<file path="src/rtl/i2c_bus_arbiter.sv">
// ---------------------------------------------------------------------------
// i2c_bus_arbiter
//
// Shares one I2C master core between three requesters. A round-robin
// arbiter picks a winner, latches its command (address, direction, write
// byte) onto the master command bus, strobes m_start once the master is
// idle, waits for the master to finish, then returns the result with a
// one-cycle done pulse to the winner.
//
// Optional feature (macro I2C_ARB_TIMEOUT_EN): a watchdog bounds the time
// spent waiting for m_done. When it expires the transaction is released
// with nack=1 and timeout=1. Without the macro the watchdog does not exist
// and timeout is tied low.
//
// Parameters
//   TIMEOUT_CYCLES  WAIT-state cycle limit used by the watchdog
//
// Ports
//   clk, reset        system clock, synchronous active-high reset
//   req[2:0]          per-requester request, held until its done pulse
//   req_addr[20:0]    7-bit slave address per requester (i -> [7i+6:7i])
//   req_rw[2:0]       per-requester direction, 1=read 0=write
//   req_wdata[23:0]   write byte per requester (i -> [8i+7:8i])
//   gnt[2:0]          one-hot grant for the owned transaction
//   done[2:0]         one-cycle completion pulse to the winner
//   rdata[7:0], nack  result of the last transaction
//   timeout           last transaction ended by watchdog
//   m_start           one-cycle start strobe to the master core
//   m_addr, m_rw, m_wdata   latched command to the master core
//   m_busy, m_done, m_nack, m_rdata   master core status and result
// ---------------------------------------------------------------------------
module i2c_bus_arbiter #(
    parameter int unsigned TIMEOUT_CYCLES = 100000
) (
    input  logic        clk,
    input  logic        reset,
    input  logic [2:0]  req,
    input  logic [20:0] req_addr,
    input  logic [2:0]  req_rw,
    input  logic [23:0] req_wdata,
    output logic [2:0]  gnt,
    output logic [2:0]  done,
    output logic [7:0]  rdata,
    output logic        nack,
    output logic        timeout,
    output logic        m_start,
    output logic [6:0]  m_addr,
    output logic        m_rw,
    output logic [7:0]  m_wdata,
    input  logic        m_busy,
    input  logic        m_done,
    input  logic        m_nack,
    input  logic [7:0]  m_rdata
);

    // state   | meaning
    // IDLE    | no owner; arbitrate among pending requests
    // ISSUE   | owner granted; strobe m_start once the master is idle
    // WAIT    | master running; wait for m_done (or watchdog expiry)
    // RELEASE | done pulse to owner; drop grant, advance pointer
    typedef enum logic [1:0] {
        ST_IDLE    = 2'd0,
        ST_ISSUE   = 2'd1,
        ST_WAIT    = 2'd2,
        ST_RELEASE = 2'd3
    } state_t;

    state_t      state_q;
    logic [2:0]  gnt_q;
    logic [2:0]  done_q;
    logic [1:0]  ptr_q;
    logic [1:0]  win_q;
    logic        m_start_q;
    logic [6:0]  m_addr_q;
    logic        m_rw_q;
    logic [7:0]  m_wdata_q;
    logic [7:0]  rdata_q;
    logic        nack_q;

    logic [1:0]  cand1_d;
    logic [1:0]  cand2_d;
    logic [1:0]  win_d;
    logic [6:0]  sel_addr_d;
    logic        sel_rw_d;
    logic [7:0]  sel_wdata_d;

    function automatic logic [1:0] inc3(input logic [1:0] v);
        return (v == 2'd2) ? 2'd0 : v + 2'd1;
    endfunction

`ifdef I2C_ARB_TIMEOUT_EN
    localparam int unsigned WD_W = (TIMEOUT_CYCLES > 1) ? $clog2(TIMEOUT_CYCLES) : 1;
    logic [WD_W-1:0] wd_q;
    logic            timeout_q;
    assign timeout = timeout_q;
`else
    assign timeout = 1'b0;
`endif

    // Round-robin winner: first pending requester at ptr, ptr+1, ptr+2 (mod 3).
    always_comb begin
        cand1_d = inc3(ptr_q);
        cand2_d = inc3(cand1_d);
        if (req[ptr_q]) begin
            win_d = ptr_q;
        end else if (req[cand1_d]) begin
            win_d = cand1_d;
        end else begin
            win_d = cand2_d;
        end
        case (win_d)
            2'd1: begin
                sel_addr_d  = req_addr[13:7];
                sel_rw_d    = req_rw[1];
                sel_wdata_d = req_wdata[15:8];
            end
            2'd2: begin
                sel_addr_d  = req_addr[20:14];
                sel_rw_d    = req_rw[2];
                sel_wdata_d = req_wdata[23:16];
            end
            default: begin
                sel_addr_d  = req_addr[6:0];
                sel_rw_d    = req_rw[0];
                sel_wdata_d = req_wdata[7:0];
            end
        endcase
    end

    always_ff @(posedge clk) begin
        if (reset) begin
            state_q   <= ST_IDLE;
            gnt_q     <= 3'b000;
            done_q    <= 3'b000;
            ptr_q     <= 2'd0;
            win_q     <= 2'd0;
            m_start_q <= 1'b0;
            m_addr_q  <= 7'd0;
            m_rw_q    <= 1'b0;
            m_wdata_q <= 8'd0;
            rdata_q   <= 8'd0;
            nack_q    <= 1'b0;
`ifdef I2C_ARB_TIMEOUT_EN
            wd_q      <= '0;
            timeout_q <= 1'b0;
`endif
        end else begin
            case (state_q)
                ST_IDLE: begin
                    if (|req) begin
                        gnt_q     <= 3'b001 << win_d;
                        win_q     <= win_d;
                        m_addr_q  <= sel_addr_d;
                        m_rw_q    <= sel_rw_d;
                        m_wdata_q <= sel_wdata_d;
                        // Strobe in the grant cycle already if the master is idle.
                        m_start_q <= ~m_busy;
                        state_q   <= ST_ISSUE;
                    end
                end
                ST_ISSUE: begin
                    if (m_start_q) begin
                        m_start_q <= 1'b0;
                        state_q   <= ST_WAIT;
`ifdef I2C_ARB_TIMEOUT_EN
                        wd_q      <= WD_W'(TIMEOUT_CYCLES - 1);
`endif
                    end else if (!m_busy) begin
                        m_start_q <= 1'b1;
                    end
                end
                ST_WAIT: begin
                    if (m_done) begin
                        rdata_q   <= m_rdata;
                        nack_q    <= m_nack;
                        done_q    <= gnt_q;
                        state_q   <= ST_RELEASE;
`ifdef I2C_ARB_TIMEOUT_EN
                        timeout_q <= 1'b0;
`endif
                    end
`ifdef I2C_ARB_TIMEOUT_EN
                    // Terminal count reached: release with error, rdata untouched.
                    else if (wd_q == '0) begin
                        nack_q    <= 1'b1;
                        timeout_q <= 1'b1;
                        done_q    <= gnt_q;
                        state_q   <= ST_RELEASE;
                    end else begin
                        wd_q <= wd_q - 1'b1;
                    end
`endif
                end
                ST_RELEASE: begin
                    done_q  <= 3'b000;
                    gnt_q   <= 3'b000;
                    ptr_q   <= inc3(win_q);
                    state_q <= ST_IDLE;
                end
                default: begin
                    state_q <= ST_IDLE;
                end
            endcase
        end
    end

    assign gnt     = gnt_q;
    assign done    = done_q;
    assign rdata   = rdata_q;
    assign nack    = nack_q;
    assign m_start = m_start_q;
    assign m_addr  = m_addr_q;
    assign m_rw    = m_rw_q;
    assign m_wdata = m_wdata_q;

endmodule

</file>
<file path="config.mk">
export PLATFORM = sky130hd
export DESIGN_NAME = i2c_bus_arbiter
export DESIGN_NICKNAME = d
export VERILOG_FILES = /design/src/rtl/i2c_bus_arbiter.sv
export SDC_FILE = /design/constraint.sdc
export NUM_CORES = 1
export LEC_CHECK = 0
export ABC_AREA = 1
export BUFFER_PORTS_ARGS = -buffer_cell sky130_fd_sc_hd__buf_2
export CAP_MARGIN = 10
export CORE_MARGIN = 1
export CORE_UTILIZATION = 49
export DETAILED_ROUTE_END_ITERATION = 7
export MAX_ROUTING_LAYER = met4
export PLACE_DENSITY = 0.88
export SYNTH_ARGS = -nofsm -noshare
export SYNTH_HDL_FRONTEND = slang
export SYNTH_SLANG_ARGS = --single-unit
</file>
<file path="constraint.sdc">
create_clock -name clk -period 2.85 [get_ports clk]
set_input_delay 0.57 -clock clk [delete_from_list [all_inputs] [get_ports clk]]
set_output_delay 0.57 -clock clk [all_outputs]
set_load 0.1 [all_outputs]
</file>
# Word-level counts from Yosys, hierarchy flattened

Cells that the tools add are included.

$add $sub $neg: 3
Divide/modulo/power cells: 0
Eq/ne operators: 11
Mux-type cells: 24
Reduce and logical (&&, ||, !) cells: 11
Shifts and indexed selects: 1
Magnitude comparators: 2
Multipliers: 0
Bitwise gates (word level): 1

Operators by type and width:

| operator                                            | count |
|---|---|
| two-way mux 2 bit                                   | 8 |
| case mux 8 bit (2 select lines)                     | 1 |
| case mux 7 bit (2 select lines)                     | 1 |
| == test 2 bit (second input constant)               | 6 |
| case mux 3 bit (2 select lines)                     | 2 |
| AND reduction 2 bit                                 | 5 |
| case mux 2 bit (4 select lines)                     | 1 |
| adder 2 x 1 -> 2 bit (second input constant)        | 3 |
| < comparator 2 x 3 -> 1 bit (second input constant) | 2 |
| two-way mux 3 bit                                   | 2 |
| != test 2 bit (second input constant)               | 3 |
| nonzero test 2 bit                                  | 3 |
| two-way mux 1 bit                                   | 5 |
| binary-select mux 1 bit (select 2 bit)              | 2 |
| == test 2 x 1 -> 1 bit (second input constant)      | 2 |
| case mux 1 bit (2 select lines)                     | 2 |
| AND reduction 3 bit                                 | 1 |
| OR reduction 3 bit                                  | 1 |
| left shift 1 x 2 -> 3 bit (first input constant)    | 1 |
| logical NOT 2 bit                                   | 1 |
| NOT 1 bit                                           | 1 |

ROM bits: 0
Output and inout port bits: 33
Bits of input ports: 64
Word-level logic and storage cells: 64
Bits in registers: 38
Memory bits (writable): 0
Memories kept: 0
Latch bits: 0

# Logic depth before layout (Yosys ltp)

Gate-level depths: netlist of run 1.

Word-level depth: 9
Depth in mapped cells: 14

# Least setup slack after synthesis of run 1

Ideal clock, no wire load.

Kind: input to register
Start point: input port req[0]
End point: register m_addr_q[0], in the netlist m_addr[0]
Stages: 11
Setup time: 118 ps
Slack: 754 ps
Data arrival time: 1,978 ps
Path buffers: 1
Cell sequence: inv_1 -> nor2_1 -> nor2_1 -> nand3_1 -> nand2_1 -> inv_1 -> ha_1 -> clkbuf_1 -> a31oi_1 -> nor2_1 -> nor2_1

Cells in the longest elaborated chain, start to end: 6

Ends and longest elaborated chain:

| what                                                    | RTL line | source |
|---|---|---|
| start, declared                                         | 37       | `input logic [2:0] req,` |
| binary-select mux 1 bit (select 2 bit)                  | 106      | `end else if (req[cand1_d]) begin` |
| two-way mux 1 bit (not written as such)                 | 106      |  |
| two-way mux 2 bit                                       | 106      |  |
| two-way mux 2 bit (*)                                   | 104      | `if (req[ptr_q]) begin` |
| named net win_d[0]                                      | 82       | `logic [1:0] win_d;` |
| == test 2 bit or == test 2 x 1 -> 1 bit (tied branches) | 111      | `case (win_d)` |
| case mux 7 bit (2 select lines) (*)                     | 111      |  |
| end signal, assigned                                    | 153      | `m_addr_q <= sel_addr_d;` |
| end, declared                                           | 74       | `logic [6:0] m_addr_q;` |

Mark *: on every way through the listed nets, which the timed path passes. The rest lies on a longest branch. The select of a mux whose other input is x is not followed.
A chain may end at the register's enable or synchronous reset.

# Worst setup path in the final report of run 1

Start point: register ptr_q[1]
End point: register m_addr_q[3], in the netlist m_addr[3]

Cells in the longest elaborated chain, start to end: 8

Ends and longest elaborated chain:

| what                                                                         | RTL line | source |
|---|---|---|
| start, declared                                                              | 71       | `logic [1:0] ptr_q;` |
| start signal, assigned                                                       | 197      | `ptr_q <= inc3(win_q);` |
| adder 2 x 1 -> 2 bit or == test 2 bit (tied branches)                        | 88       | `return (v == 2'd2) ? 2'd0 : v + 2'd1;` |
| two-way mux 2 bit                                                            | 88       |  |
| binary-select mux 1 bit (select 2 bit) (tied with other cells)               | 106      |  |
| two-way mux 1 bit (not written as such) or two-way mux 2 bit (tied branches) | 106, 88  |  |
| two-way mux 2 bit                                                            | 106      |  |
| two-way mux 2 bit (*)                                                        | 104      |  |
| named net win_d[0]                                                           | 82       |  |
| == test 2 bit or == test 2 x 1 -> 1 bit (tied branches)                      | 111      |  |
| case mux 7 bit (2 select lines) (*)                                          | 111      |  |

Marked as above.

==> results.yml, run 1 <==
logic_synthesis:
  synthCells: 285
  yosys_warnings: 0
  synth_seq_cells: 38
  yosys.area_share.adder: 0.0511
  syn_nets: 357
  synth_top_family_by_area: "simple AND/OR/NAND/NOR gates"
  syn_avg_cell_area_um2: 6.87
  ys_seq_area_frac: 0.388
  synth.area.mux_share: 0
  synth_xor_area_frac: 0
  syn_area_um2: 1960
  yosys.area_share.simple: 0.288
  synth_compound_area_frac: 0.190
  synthDistinctLibCells: 23
clock_tree:
  cts_tree: "built"
  clk_pin_slew_ns: 0.07
  clk_latency_ns: 0.29
  cts_max_path_buffers: 2
  ctsHtreeMaxLevel: 2
  root_buffer: "clkbuf_8"
  cts_resized: 0
  cts_sinks: 38
  hold_buffers: 0
  post-cts-setup-buffer-count: 0
  cts_made_buffers: 5
placed_design:
  placed_area_um2: 2420
  place.gp.congestion: 0.821
  portBuffers: 95
  dp_hpwl_mm: 3.61
layout:
  final_cell_mix: "buf_2 (95), nor2_1 (71), nand2_1 (53)"
  utilization: 0.671
  final_cell_area_um2: 2510
  mostFrequentLayoutCell: "buf_2"
  diodes: 0
  drive_gt1_frac: 0.299
  nets: 446
  syn_to_final_growth_pct: 28.3
worst_setup_path:
  start_kind: "register"
  cpMostUsedCell: "nor2_1"
  worstPathRequired_ns: 3.07
  crit_buf_inv: 3
  crit_slowest_cell: "dfxtp_1"
  crit_family: "simple AND/OR/NAND/NOR gates"
  cp_max_fo: 32
  cp.arrival_ns: 2.37
  path_class: "register to register"
  worstPathCellList: "inv_1, nand3_1, nand2_1, nor2_1, nand3_1, nand2_1, inv_1, ha_1, buf_4, nor2_1, a31oi_1, nor2_1, nor2_1"
  cp-end-kind: "register"
  crit_path_max_incr_delay_ns: 0.37
power_and_ir_drop:
  seq_power_share: 0.247
  swShare: 0.593
  p_int_uw: 1310
  power_frac_comb: 0.634
  irDropWorstVdd_mv: 0.526
  power.leakage_uw: 0.00124
  p_per_area_nw_per_um2: 1280
  pwr-share-clk: 0.119
  p_sw_uw: 1900
floorplan:
  num_rows: 22
  die_w_um: 65.2
  die_h_um: 65.2
  die-area_um2: 4250
  initial_core_util: 0.523
  io_pins: 97
  coreArea_um2: 3740
min_path:
  hold_path_class: "register to register"
sta:
  hold_slack_ns: 0.477
  maxSlewViolCount: 0
  max_freq_ghz: 0.466
  skew_ns: 0.00547
  timing.final.crit_period_ns: 2.15
  setup-tns-final_ns: 0
  hold_viol: 0
  worst_pin_slew_ns: 0.754
  finalCritPeriodShare: 0.753
  setup_violations: 0
  rsz0062_at_grt: "no"
  slew_headroom: 0.497
route:
  wl_mm: 4.89
  maxUsedRoutingLayer: "met4"
  wl_per_cell_um: 11.5
  viasPerCell: 5.02
  wl_met2_mm: 2.40
  route.detailed.drc: 0
  drtIter0Drc: 104
  wirelength_met1_mm: 2.19
  first_pass_iters: 4
  vias: 2124
  ant_nets: 0
  wl_met3_um: 215
global_route:
  overflow: 0
  grt_pass1_wl_mm: 8.14
  grt_start_max_net_pins: 33
  antenna_found_initial: 0
  grt_usage: 0.254
  grt_pass1_vias: 1941
job:
  max-cap-violations: 0
outcome:
  status: "finished clean"
[layout make-up]
class	instances	area, um2
Clock inverter	2	12.5
Timing Repair Buffer	97	490
Tap cell	48	60.1
Sequential cell	38	761
Multi-Input combinational cell	214	1040
Inverter	18	67.6
Clock buffer	6	82.6
Fill cell	356	1230
[routing by layer]
metal | global-route usage | up-vias
met1 | 0.278 | 957
met2 | 0.434 | 54
met5 | - | -
met3 | 0.0538 | 7
li1 | - | 1106
met4 | 0.122 | 0
[worst register-to-register path: stages (launching register included)]
cell and delay [ns]:
dfxtp_1 0.37, inv_1 0.10, nand3_1 0.12, nand2_1 0.06
nor2_1 0.15, nand3_1 0.11, nand2_1 0.10, inv_1 0.06
ha_1 0.27, buf_4 0.28, nor2_1 0.09, a31oi_1 0.16
nor2_1 0.07, nor2_1 0.13
[cell usage after synthesis, drive strengths merged]
master | number | area share
nand2 | 53 | 0.10
nand3 | 16 | 0.041
clkbuf | 4 | 0.0077
a21boi | 1 | 0.0058
or2 | 1 | 0.0032
a21oi | 13 | 0.033
nor2 | 71 | 0.14
o211ai | 1 | 0.0038
conb | 1 | 0.0019
buf | 11 | 0.039
o21ai | 29 | 0.074
ha | 8 | 0.051
inv | 18 | 0.035
nand4 | 1 | 0.0032
a31oi | 17 | 0.062
nor3 | 1 | 0.0026
dfxtp | 38 | 0.39
o31ai | 1 | 0.011
[stage by stage]
stage | power, uW | worst slack [ns] | instances
after floorplan | 2550 | 0.754 | 285
after global placement | 2810 | 0.498 | 415
after detailed placement | 2840 | 0.418 | 415
after CTS | 3230 | 0.709 | 423
after global routing | 3400 | 0.433 | 423
final | 3210 | 0.704 | 423
[sequential cells by signal, indices dropped and copies added (netlist names)]
name / flops
nack: 1
m_addr: 7
m_rw: 1
win_q: 2
m_start: 1
state_q: 2
done: 3
gnt: 3
rdata: 8
ptr_q: 2
m_wdata: 8
[logic make-up after synthesis]
| kind of cell | Yosys count |
|---|---|
| other | 1 |
| AND/OR/NAND/NOR | 143 |
| AO/OA/AOI/OAI | 62 |
| flip-flops | 38 |
| adder cells (fa/ha/maj) | 8 |
| buffers and inverters | 33 |
[power groups by stage]
stage / Clock, uW / Combinational (uW) / Sequential [uW]
after CTS: 393 / 2040 / 791
after global placement: 0 / 2010 / 798
final: 382 / 2040 / 792
after global routing: 416 / 2170 / 810
after floorplan: 0 / 727 / 1820
after detailed placement: 0 / 2040 / 802
[worst paths after layout]
| path | startpoint | slack (ns) | cells past startpoint | endpoint |
|---|---|---|---|---|
| setup reg to reg | ptr_q[1] | 0.70 | 13 | m_addr[3] |
| hold reg to reg | done[2] | 0.48 | 2 | done[2] |
| hold / removal | done[2] | 0.48 | 2 | done[2] |
| setup / recovery | ptr_q[1] | 0.70 | 13 | m_addr[3] |
Power figures use the tool's default switching activity.
==> run 2: changes to the inputs <==
--- a/config.mk
+++ b/config.mk
@@ -9,10 +9,10 @@
 export BUFFER_PORTS_ARGS = -buffer_cell sky130_fd_sc_hd__buf_2
 export CAP_MARGIN = 10
 export CORE_MARGIN = 1
-export CORE_UTILIZATION = 49
+export CORE_UTILIZATION = 41
 export DETAILED_ROUTE_END_ITERATION = 7
 export MAX_ROUTING_LAYER = met4
-export PLACE_DENSITY = 0.88
+export PLACE_DENSITY = 0.79
 export SYNTH_ARGS = -nofsm -noshare
 export SYNTH_HDL_FRONTEND = slang
 export SYNTH_SLANG_ARGS = --single-unit
==> constraint.sdc (replaced) <==
create_clock -name clk -period 1.93 [get_ports clk]
set_input_delay 0.386 -clock clk [delete_from_list [all_inputs] [get_ports clk]]
set_output_delay 0.386 -clock clk [all_outputs]
set_load 0.1 [all_outputs]
==> run 2 against run 1 <==
Against the previous run:
- the run now ends with design-rule violations left
- count of clock-buffer cells in the layout decreased by 1
- cell count increased by 4.5%
- die area increased by 19%
- wire length increased by 13%
- setup slack got worse by 0.69 ns
- sequential share of layout area decreased by 3.3 points
- clock power increased by 34%
- worst hold slack got worse by 0.13 ns
- non-clock buffer count increased by 16
- highest routed layer unchanged
==> results.yml, run 2 (same netlist as run 1, synthesis figures left out) <==
clock_tree:
  cts_tree: "built"
  cts_sinks: 38
  clk_pin_slew_ns: 0.08
  cts_made_buffers: 5
  hold_buffers: 0
  root_buffer: "clkbuf_8"
  post-cts-setup-buffer-count: 0
  ctsHtreeMaxLevel: 2
  cts_max_path_buffers: 2
  clk_latency_ns: 0.29
global_route:
  grt_usage: 0.229
  grt_start_max_net_pins: 18
  met2_usage: 0.408
  use_met1: 0.250
  grt_pass1_vias: 2175
  grt_util_met3: 0.0356
  antenna_found_initial: 0
  grt_pass1_wl_mm: 9.02
  overflow: 0
  grt-busiest-layer: "met2"
worst_setup_path:
  worstPathCellList: "buf_4, nand3_2, o21ai_1, a21boi_4, inv_1, ha_1, buf_12, nand2_1, a31oi_4, nor2_1, nor2_1"
  crit_slowest_cell: "dfxtp_4"
  cpMostUsedCell: "nor2_1"
  cp.arrival_ns: 2.08
  r2r_end: "m_addr[5]"
  cp_max_fo: 17
  start_kind: "register"
  reg2reg_from: "ptr_q[0]"
  rrSetupSlack_ns: 0.01
  path_class: "register to register"
  cp-end-kind: "register"
  worstPathRequired_ns: 2.09
  ff2ff_path_depth: 11
  crit_path_max_incr_delay_ns: 0.37
floorplan:
  coreArea_um2: 4470
  initial_core_util: 0.438
  num_rows: 24
  die_w_um: 71.1
  die_h_um: 71.1
  io_pins: 97
  die-area_um2: 5060
power_and_ir_drop:
  power_frac_comb: 0.674
  swShare: 0.575
  pwr-share-clk: 0.099
  p_per_area_nw_per_um2: 1810
  p_int_uw: 2200
  seq_power_share: 0.227
  power.leakage_uw: 0.00136
  irDropWorstVdd_mv: 0.793
  p_sw_uw: 2970
  total_power_uw: 5170
sta:
  rsz0062_at_grt: "yes"
  timing.final.crit_period_ns: 1.92
  hold_viol: 0
  maxSlewViolCount: 0
  hold_slack_ns: 0.343
  setup_violations: 0
  max_freq_ghz: 0.521
  finalCritPeriodShare: 0.994
  skew_ns: 0.0103
  setup-tns-final_ns: 0
layout:
  n_fill_cell: 403
  diodes: 0
  mostFrequentLayoutCell: "buf_2"
  syn_to_final_growth_pct: 45.6
  drive_gt1_frac: 0.382
  nets: 462
  final_cell_mix: "buf_2 (95), nor2_1 (67), nand2_1 (50)"
route:
  drtIter0Drc: 138
  route.detailed.drc: 7
  vias: 2252
  ant_nets: 0
  wl_per_cell_um: 12.5
  wl_mm: 5.54
  first_pass_iters: 7
  viasPerCell: 5.10
min_path:
  hold_path_class: "input port to register"
  hold_end: "rdata[4]"
  hold_start: "m_rdata[4]"
  hold_depth: 3
outcome:
  violations: "design-rule violations"
  status: "finished, violations left"
placed_design:
  portBuffers: 95
  place.gp.congestion: 0.848
  dp_hpwl_mm: 3.85
job:
  max-cap-violations: 0
[run 2: worst max path at each step]
| stage | startpoint | end | slack, ns | cells after the start |
|---|---|---|---|---|
| floorplan | req[0] | m_addr[0] | 0.02 | 11 |
| global placement | req[1] | m_wdata[3] | -0.05 | 13 |
| detailed placement | req[1] | m_wdata[3] | -0.15 | 13 |
| CTS | ptr_q[1] | m_wdata[3] | 0.01 | 13 |
| global route | ptr_q[0] | m_addr[5] | -0.06 | 11 |
| finish | ptr_q[0] | m_addr[5] | 0.01 | 11 |
[run 2: timing repair]
item | CTS | global route
gates resized for setup | 12 | 22
cloned | 1 | 1
pin swaps | 4 | 9
endpoints found under the hold margin | 0 | 0
setup endpoints to repair | 16 | 16
[run 2: cell type report]
cell class,instances,area (um2),share of cell area
Tap cell,52,65.1,0.0228
Multi-Input combinational cell,214,1170,0.410
Inverter,18,72.6,0.0255
Clock inverter,2,10.0,0.00351
Timing Repair Buffer,113,698,0.245
Sequential cell,38,768,0.270
Clock buffer,5,68.8,0.0241
[run 2: power by group through the flow]
stage	Sequential [uW]	Combinational (uW)	Clock, uW
detailed placement	1180	3180	0
global route	1200	3700	548
global placement	1180	3140	0
CTS	1170	3370	522
floorplan	2690	1070	0
finish	1170	3480	512
[run 2: worst max-delay path, delay by kind of cell, from the launching register on]
family                     cells  cell delay [ns]
adders and majority gates      1             0.21
DFF                            1             0.37
and+or+nand+nor                4             0.40
AOI/OAI and AO/OA              3             0.45
buffers and inverters          3             0.37
[run 2: metrics by stage]
step / instance area, um2 / std cells / setup WS [ns] / util
final: 2850 / 442 / 0.0116 / 0.637
after global routing: 2850 / 442 / -0.0634 / 0.637
after CTS: 2740 / 441 / 0.0149 / 0.613
after detailed placement: 2580 / 433 / -0.150 / 0.576
after global placement: 2580 / 433 / -0.0452 / 0.576
after floorplan: 1960 / 285 / 0.0183 / -
[run 2: per-layer routing]
metal  part of all wire  vias up
met5                  0        -
met4              0.025        0
met3              0.041       14
met2               0.52       60
met1               0.41     1038
li1                   -     1140
